[config.mk]
export PLATFORM = sky130hd
export DESIGN_NAME = zmat_reader
export DESIGN_NICKNAME = d
export VERILOG_FILES = /design/src/rtl/zmat_reader.sv
export SDC_FILE = /design/constraint.sdc
export NUM_CORES = 1
export LEC_CHECK = 0
export ABC_AREA = 1
export CORE_ASPECT_RATIO = 1.1
export CORE_MARGIN = 1
export CORE_UTILIZATION = 56
export CTS_BUF_LIST = sky130_fd_sc_hd__clkbuf_4 sky130_fd_sc_hd__clkbuf_8
export DETAILED_ROUTE_END_ITERATION = 12
export MAX_ROUTING_LAYER = met4
export PLACE_DENSITY = 0.87
export SLEW_MARGIN = 30
export SYNTH_ARGS = -nofsm -noshare
export SYNTH_HDL_FRONTEND = slang
export SYNTH_SLANG_ARGS = --single-unit
[constraint.sdc]
create_clock -name clock -period 4.2 [get_ports clock]
set_input_delay 0.42 -clock clock [delete_from_list [all_inputs] [get_ports clock]]
set_output_delay 0.42 -clock clock [all_outputs]
set_load 0.05 [all_outputs]
[src/rtl/zmat_reader.sv]
`default_nettype none
// ============================================================================
//  Module   : zmat_reader
//  Purpose  : Drains the VECTOR_SIZE x VECTOR_SIZE result matrix Z out of the
//             Z BRAM (row-major, index order) onto a valid/ready stream with an
//             end-of-matrix marker. A 2-entry output FIFO plus one pending-read
//             flag sustains one beat per cycle and absorbs sink back-pressure.
//  Options  : ZMAT_READER_ROW_END_EN - adds out_row_end, high on the last beat
//             of every matrix row.
//  Revision : 1.0 - initial release
// ============================================================================
module zmat_reader #(
    parameter int DATA_WIDTH  = 32,
    parameter int ADDR_WIDTH  = 6,
    parameter int VECTOR_SIZE = 8
) (
    input  logic                  clock,
    input  logic                  reset,
    input  logic                  start,
    output logic                  busy,
    output logic                  done,
    output logic [ADDR_WIDTH-1:0] z_addr,
    output logic                  z_rd_en,
    input  logic [DATA_WIDTH-1:0] z_dout,
    output logic [DATA_WIDTH-1:0] out_data,
    output logic                  out_valid,
    input  logic                  out_ready,
`ifdef ZMAT_READER_ROW_END_EN
    output logic                  out_row_end,
`endif
    output logic                  out_last
);

    // Counters carry one extra bit so that N*N itself is representable.
    localparam int                c_TOTAL_INT = VECTOR_SIZE * VECTOR_SIZE;
    localparam int                c_LAST_INT  = c_TOTAL_INT - 1;
    localparam logic [ADDR_WIDTH:0] c_TOTAL    = c_TOTAL_INT[ADDR_WIDTH:0];
    localparam logic [ADDR_WIDTH:0] c_LAST_IDX = c_LAST_INT[ADDR_WIDTH:0];
    localparam logic [ADDR_WIDTH:0] c_ONE      = {{ADDR_WIDTH{1'b0}}, 1'b1};

    typedef enum logic [1:0] {
        S_IDLE   = 2'd0,
        S_ACTIVE = 2'd1,
        S_DONE   = 2'd2
    } state_t;

    state_t                r_state;
    state_t                w_state_nxt;

    logic [ADDR_WIDTH:0]   r_rd_idx;
    logic                  r_pending;
    logic                  r_pend_last;
    logic [DATA_WIDTH-1:0] r_fifo_data [2];
    logic [1:0]            r_fifo_last;
    logic                  r_head;
    logic [1:0]            r_count;

    logic [1:0]            w_occ;
    logic                  w_issue;
    logic                  w_push;
    logic                  w_pop;
    logic                  w_tail;

`ifdef ZMAT_READER_ROW_END_EN
    localparam int                  c_COL_MAX_INT = VECTOR_SIZE - 1;
    localparam logic [ADDR_WIDTH:0] c_COL_MAX     = c_COL_MAX_INT[ADDR_WIDTH:0];
    logic [ADDR_WIDTH:0]   r_col;
    logic                  r_pend_row;
    logic [1:0]            r_fifo_row;
    assign out_row_end = r_fifo_row[r_head];
`endif

    // Stream side: the FIFO head is the visible beat.
    assign out_valid = (r_count != 2'd0);
    assign out_data  = r_fifo_data[r_head];
    assign out_last  = r_fifo_last[r_head];

    // A pop frees a slot in the same cycle, so ready feeds straight into the
    // issue decision to keep one beat per cycle under sustained ready.
    assign w_pop   = out_valid && out_ready;
    assign w_push  = r_pending;
    assign w_tail  = r_head ^ r_count[0];
    assign w_occ   = r_count + {1'b0, r_pending};
    assign w_issue = (r_state == S_ACTIVE) && (r_rd_idx < c_TOTAL) &&
                     ((w_occ < 2'd2) || ((w_occ == 2'd2) && w_pop));

    assign z_rd_en = w_issue;
    assign z_addr  = w_issue ? r_rd_idx[ADDR_WIDTH-1:0] : '0;

    // State register.
    always_ff @(posedge clock) begin
        if (reset) begin
            r_state <= S_IDLE;
        end else begin
            r_state <= w_state_nxt;
        end
    end

    // Next-state decode and status outputs; final handshake ends the drain.
    always_comb begin
        w_state_nxt = r_state;
        busy        = 1'b0;
        done        = 1'b0;
        case (r_state)
            S_IDLE: begin
                if (start) begin
                    w_state_nxt = S_ACTIVE;
                end
            end
            S_ACTIVE: begin
                busy = 1'b1;
                if (w_pop && out_last) begin
                    w_state_nxt = S_DONE;
                end
            end
            S_DONE: begin
                done        = 1'b1;
                w_state_nxt = S_IDLE;
            end
            default: begin
                w_state_nxt = S_IDLE;
            end
        endcase
    end

    // Read counter, pending-read tracking and the 2-entry output FIFO.
    always_ff @(posedge clock) begin
        if (reset) begin
            r_rd_idx       <= '0;
            r_pending      <= 1'b0;
            r_pend_last    <= 1'b0;
            r_fifo_data[0] <= '0;
            r_fifo_data[1] <= '0;
            r_fifo_last    <= 2'b00;
            r_head         <= 1'b0;
            r_count        <= 2'd0;
`ifdef ZMAT_READER_ROW_END_EN
            r_col          <= '0;
            r_pend_row     <= 1'b0;
            r_fifo_row     <= 2'b00;
`endif
        end else begin
            if ((r_state == S_IDLE) && start) begin
                r_rd_idx <= '0;
`ifdef ZMAT_READER_ROW_END_EN
                r_col    <= '0;
`endif
            end else if (w_issue) begin
                r_rd_idx <= r_rd_idx + c_ONE;
`ifdef ZMAT_READER_ROW_END_EN
                r_col    <= (r_col == c_COL_MAX) ? '0 : r_col + c_ONE;
`endif
            end

            // Beat attributes travel with the read until its data lands.
            r_pending <= w_issue;
            if (w_issue) begin
                r_pend_last <= (r_rd_idx == c_LAST_IDX);
`ifdef ZMAT_READER_ROW_END_EN
                r_pend_row  <= (r_col == c_COL_MAX);
`endif
            end

            if (w_push) begin
                r_fifo_data[w_tail] <= z_dout;
                r_fifo_last[w_tail] <= r_pend_last;
`ifdef ZMAT_READER_ROW_END_EN
                r_fifo_row[w_tail]  <= r_pend_row;
`endif
            end

            if (w_pop) begin
                r_head <= ~r_head;
            end

            case ({w_push, w_pop})
                2'b10:   r_count <= r_count + 2'd1;
                2'b01:   r_count <= r_count - 2'd1;
                default: r_count <= r_count;
            endcase
        end
    end

endmodule
`default_nettype wire
Word level (Yosys, flattened, before mapping)
Memory sizes are Yosys's and may differ from the RTL's. A register that Yosys moved wholly into a read port is not among the register bits.
Cells that the tools add are included.
{ "totals": {"regBits": 16, "ram_bits": 64, "input_bits": 36, "out_inout_bits": 43, "wordCells": 63, "memories": 1} }
{ "classes": {"addsub": 4, "order_cmp": 5, "n_eq_ne": 8, "muxes": 22, "bitwise_logic": 2, "n_reduce_logical": 14} }
{ "memory_table": {"columns": ["memory", "depth", "width", "read_ports", "rd_ports_with_merged_regs", "wr", "line_no", "rtl"], "rows": [
  ["r_fifo_data", 2, 32, 1, 1, 2, "53", "logic [DATA_WIDTH-1:0] r_fifo_data [2];"]
]} }
{ "ops": {"columns": ["operator", "n"], "rows": [
  ["2-to-1 mux 32 bit", 1],
  ["OR reduction 32 bit", 1],
  ["2-to-1 mux 1 bit", 14],
  ["case mux 2 bit (2 select lines)", 2],
  ["adder 7 x 1 -> 7 bit (second input constant)", 1],
  ["equality test 7 x 6 -> 1 bit (second input constant)", 1],
  ["logical AND 1 bit", 7],
  ["< comparator 7 bit (second input constant)", 1],
  ["equality test 2 bit (second input constant)", 3],
  ["2-to-1 mux 6 bit", 1],
  ["equality test 2 x 1 -> 1 bit (second input constant)", 2],
  ["< comparator 1 x 2 -> 1 bit (second input constant)", 2],
  ["2-to-1 mux 2 bit", 2],
  ["nonzero test 2 bit", 2],
  ["adder 2 x 1 -> 2 bit", 1],
  ["adder 2 x 1 -> 2 bit (second input constant)", 1],
  ["bitwise mux 2 bit", 1],
  ["zero test 2 bit", 1],
  ["< comparator 2 bit (second input constant)", 1],
  ["!= test 2 x 1 -> 1 bit (second input constant)", 1],
  ["!= test 2 bit (second input constant)", 1],
  ["AND reduction 2 bit", 1],
  ["OR reduction 2 bit", 1],
  ["subtractor 2 x 1 -> 2 bit (second input constant)", 1],
  ["other kinds (5)", 5]
]} }

Longest topological paths before layout
{ "depth": {"word_depth": 6, "mapped_depth": 9, "mapped_depth_nobuf": 8} }

Least setup slack after synthesis
No wires, ideal clock.
{ "synth_path": {"path_type": "register -> output", "startpoint": "reg r_pending", "endpoint": "out z_addr[0]", "arrival_ns": 1.808, "required_time_ns": 3.780, "path_slack_ns": 1.972, "stages_incl_launch_ff": 8, "n_path_buf": 1, "path_cell_list": "dfxtp_1 -> ha_1 -> inv_1 -> nand3_4 -> nand2_4 -> nand2_4 -> buf_8 -> nor2_1"} }
{ "synth_via": {"elab_chain_len": 6, "word_cells_on_any_way": 7, "classes_between": "add/sub (1); order compare (1); eq/ne (1); mux (1); reduce/logical (3)"} }
{ "synth_lines": {"columns": ["item", "line_no", "rtl"], "rows": [
  ["start, declared", "51", "logic r_pending;"],
  ["start signal, assigned", "156", "r_pending <= w_issue;"],
  ["adder 2 x 1 -> 2 bit (*)", "83", "assign w_occ = r_count + {1'b0, r_pending};"],
  ["equality test 2 bit", "85", "((w_occ < 2'd2) || ((w_occ == 2'd2) && w_pop));"],
  ["logical AND 1 bit", "85", null],
  ["logical OR 1 bit (*)", "85", null],
  ["logical AND 1 bit (*)", "84", "assign w_issue = (r_state == S_ACTIVE) && (r_rd_idx < c_TOTAL) &&"],
  ["2-to-1 mux 6 bit (*)", "88", "assign z_addr = w_issue ? r_rd_idx[ADDR_WIDTH-1:0] : '0;"],
  ["end, declared", "22", "output logic [ADDR_WIDTH-1:0] z_addr,"]
]} }
Every way passes the cells marked *; elsewhere a longest branch is shown, timed or not.

Final worst setup path
{ "layout_path": {"startpoint": "reg r_pending", "endpoint": "out z_addr[4]"} }
The elaborated chain is that of the path after synthesis.

==> metrics.cfg <==
[sta]
finalMaxSlewViolations=0
finalCriticalPeriod_ns=2.86
fmax_ghz=0.350
relSlewSlack_pct=63.7
finalHoldViolations=0
period_share_pct=68.1
setup_viol=0
tns_ns=0
hold_slack_ns=0.473
tightest_slew_ns=0.543
rsz0062_at_grt=false
skew_ns=0.00543

[routing]
wirelength_microns=7120
drtIter0Drc=229
wl_per_cell_microns=14.4
via_per_inst=5.14
ant_nets=0
num_vias=2538
dr.pass1.iters=4
drc=0

[synth]
synth.most_common_cell=nor2_1
yosysUniqueCellTypes=26
synth.cell_area_sq_um=3660
seq_area_frac_synth_pct=61.8
synth_top_cells_by_area=edfxtp_1 (53%), dfxtp_1 (9.3%), mux2_2 (9.2%)
async_reset_ff_share_pct=0
ys_ff_latch=81
avgSynthCellArea_sq_um=11.1
synth_area_leader_cell=edfxtp_1
ys.warnings.count=0
synth_flop_cell=edfxtp_1
synth_top_area_share_pct=52.5
synth_edf_count=64
syn-num-nets=368
syn_inst=329
synth_commonest_cells=nor2_1 (78), edfxtp_1 (64), inv_1 (46)

[power_and_ir_drop]
swShare_pct=28.8
p_switching_uw=567
power.leakage_uw=0.00187
clkPwrFrac_pct=30.9
vdd_drop_max_uv=245
powerDensity_nw_per_um2=419
p_int_uw=1400
pwr-share-seq_pct=47.1
power_uw=1970
combPwrFrac_pct=22.0

[placed_design]
place_hpwl_microns=4770
placed_area_sq_um=4480
place.gp.congestion=0.903
port_buffers=78

[cells_and_area]
layout-drive-gt1-share_pct=16.2
area_delta_synth_final_pct=28.3
final-seq-area_sq_um=2260
fin_area_sq_um=4690
fillers=404
multi_input_area_sq_um=1120
final_nets=448
antenna_cells=0
fin_util_pct=75.3

[die]
start_util_pct=58.7
core_area_sq_um=6230
rows=30
die_w_microns=79.1
die-area_sq_um=6860
io_pins=79
dieHeight_microns=86.8

[worst_setup_path]
critPathMaxFanout=14
path_class=reg2out
critPathLaunchType=flip-flop
cp_data_arrival_time_ns=2.44
cp.required_ns=3.78
worst_setup_path_end_kind=output port

[clock_tree]
clockRootBuffer=clkbuf_8
cts_tree=done
cts_setup_buffers=0
cts_resized=0
clk_pin_slew_ns=0.08
htree_levels=3
cts_num_sinks=81
numCtsBuffers=9
clock_path_buffers=2
clock_latency_ns=0.34
cts_hold_buf=0

[grt]
grt_max_degree=36
grt-ovfl-total=0
track_usage_pct=22.9
grt_antenna_before_repair=0
grt_pass1_wl_microns=11300
grt_pass1_vias=2439

[outcome]
status=completed

[worst_hold_path]
hold_class=reg2reg

[flow_run]
cap_violations=0

-- power groups by stage --
stage          Sequential [uW]  Combinational (uW)  Clock, uW
5_1_grt                    931                 457        649
4_1_cts                    927                 436        614
3_3_place_gp               941                 426          0
6_report                   926                 433        609
3_5_place_dp               945                 433          0
2_1_floorplan              940                 301          0
-- through the flow --
stage	setup slack (ns)	std cells
2_1_floorplan	1.97	329
3_3_place_gp	1.59	478
3_5_place_dp	1.57	478
4_1_cts	1.32	494
5_1_grt	1.22	494
6_report	1.34	494
-- cells by family after synthesis --
logic type,count (synthesis),synth area share [%]
buf+inv,63,7.62
xor+xnor,1,0.239
simple gates,126,15.9
flops,81,61.8
mux,32,9.85
fa+ha+maj,3,1.03
compound gates,23,3.52
-- flip-flops by register name, indices dropped and copies added, names as in the netlist, named ones only --
signal	flops
r_fifo_last	2
r_count	2
r_pend_last	1
r_rd_idx	7
r_head	1
r_pending	1
r_fifo_data	64
r_state	2
-- cell usage in the layout (no fill, tap or decap) --
cell,instances
nand3_1,10
bufinv_16,2
nor2_1,78
o21ai_0,9
buf_4,3
clkdlybuf4s50_1,78
nor2_4,1
dfxtp_1,17
nand4_4,1
clkinv_1,1
clkbuf_8,9
a21oi_4,1
clkinv_4,1
inv_2,5
clkinvlp_4,3
xor2_1,1
inv_1,46
nand3_4,2
nand2_4,3
edfxtp_1,64
mux2_1,2
nand4_1,2
o21a_1,1
a21oi_1,12
nor4_1,1
nand2_1,22
nand2_2,6
ha_1,3
mux2_2,30
-- final cells by class --
type / count / area share, %
sequential: 81 / 48.2
multi-input combinational: 185 / 23.8
timing repair buffer: 81 / 17.1
inverter: 51 / 4.08
clock buffer: 9 / 2.64
tap: 80 / 2.13
clock inverter: 7 / 2.03
-- metal layers --
| metal | GRT usage [%] | part of all wire (%) | vias to the layer above |
|---|---|---|---|
| li1 | - | - | 1241 |
| met3 | 4.53 | 5.5 | 11 |
| met4 | 8.76 | 1.4 | 0 |
| met5 | - | 0 | - |
| met2 | 38.6 | 52 | 92 |
| met1 | 27.1 | 41 | 1194 |
-- worst paths after layout --
kind | slack, ns | endpoint | cells after the start | start
min | 0.47 | r_pend_last | 2 | r_pend_last
max | 1.34 | z_addr[4] | 7 | r_pending
max reg2reg | 2.19 | r_fifo_data[1][0] | 5 | r_count[0]
min reg2reg | 0.47 | r_pend_last | 2 | r_pend_last
-- critical path: stages (launching register included) --
cell,delay [ns]
dfxtp_1,0.47
ha_1,0.28
inv_1,0.09
nand3_4,0.11
nand2_4,0.10
nand2_4,0.12
nor2_1,0.13
clkdlybuf4s50_1,0.81
Note: power is estimated with default switching activity, not from simulation.
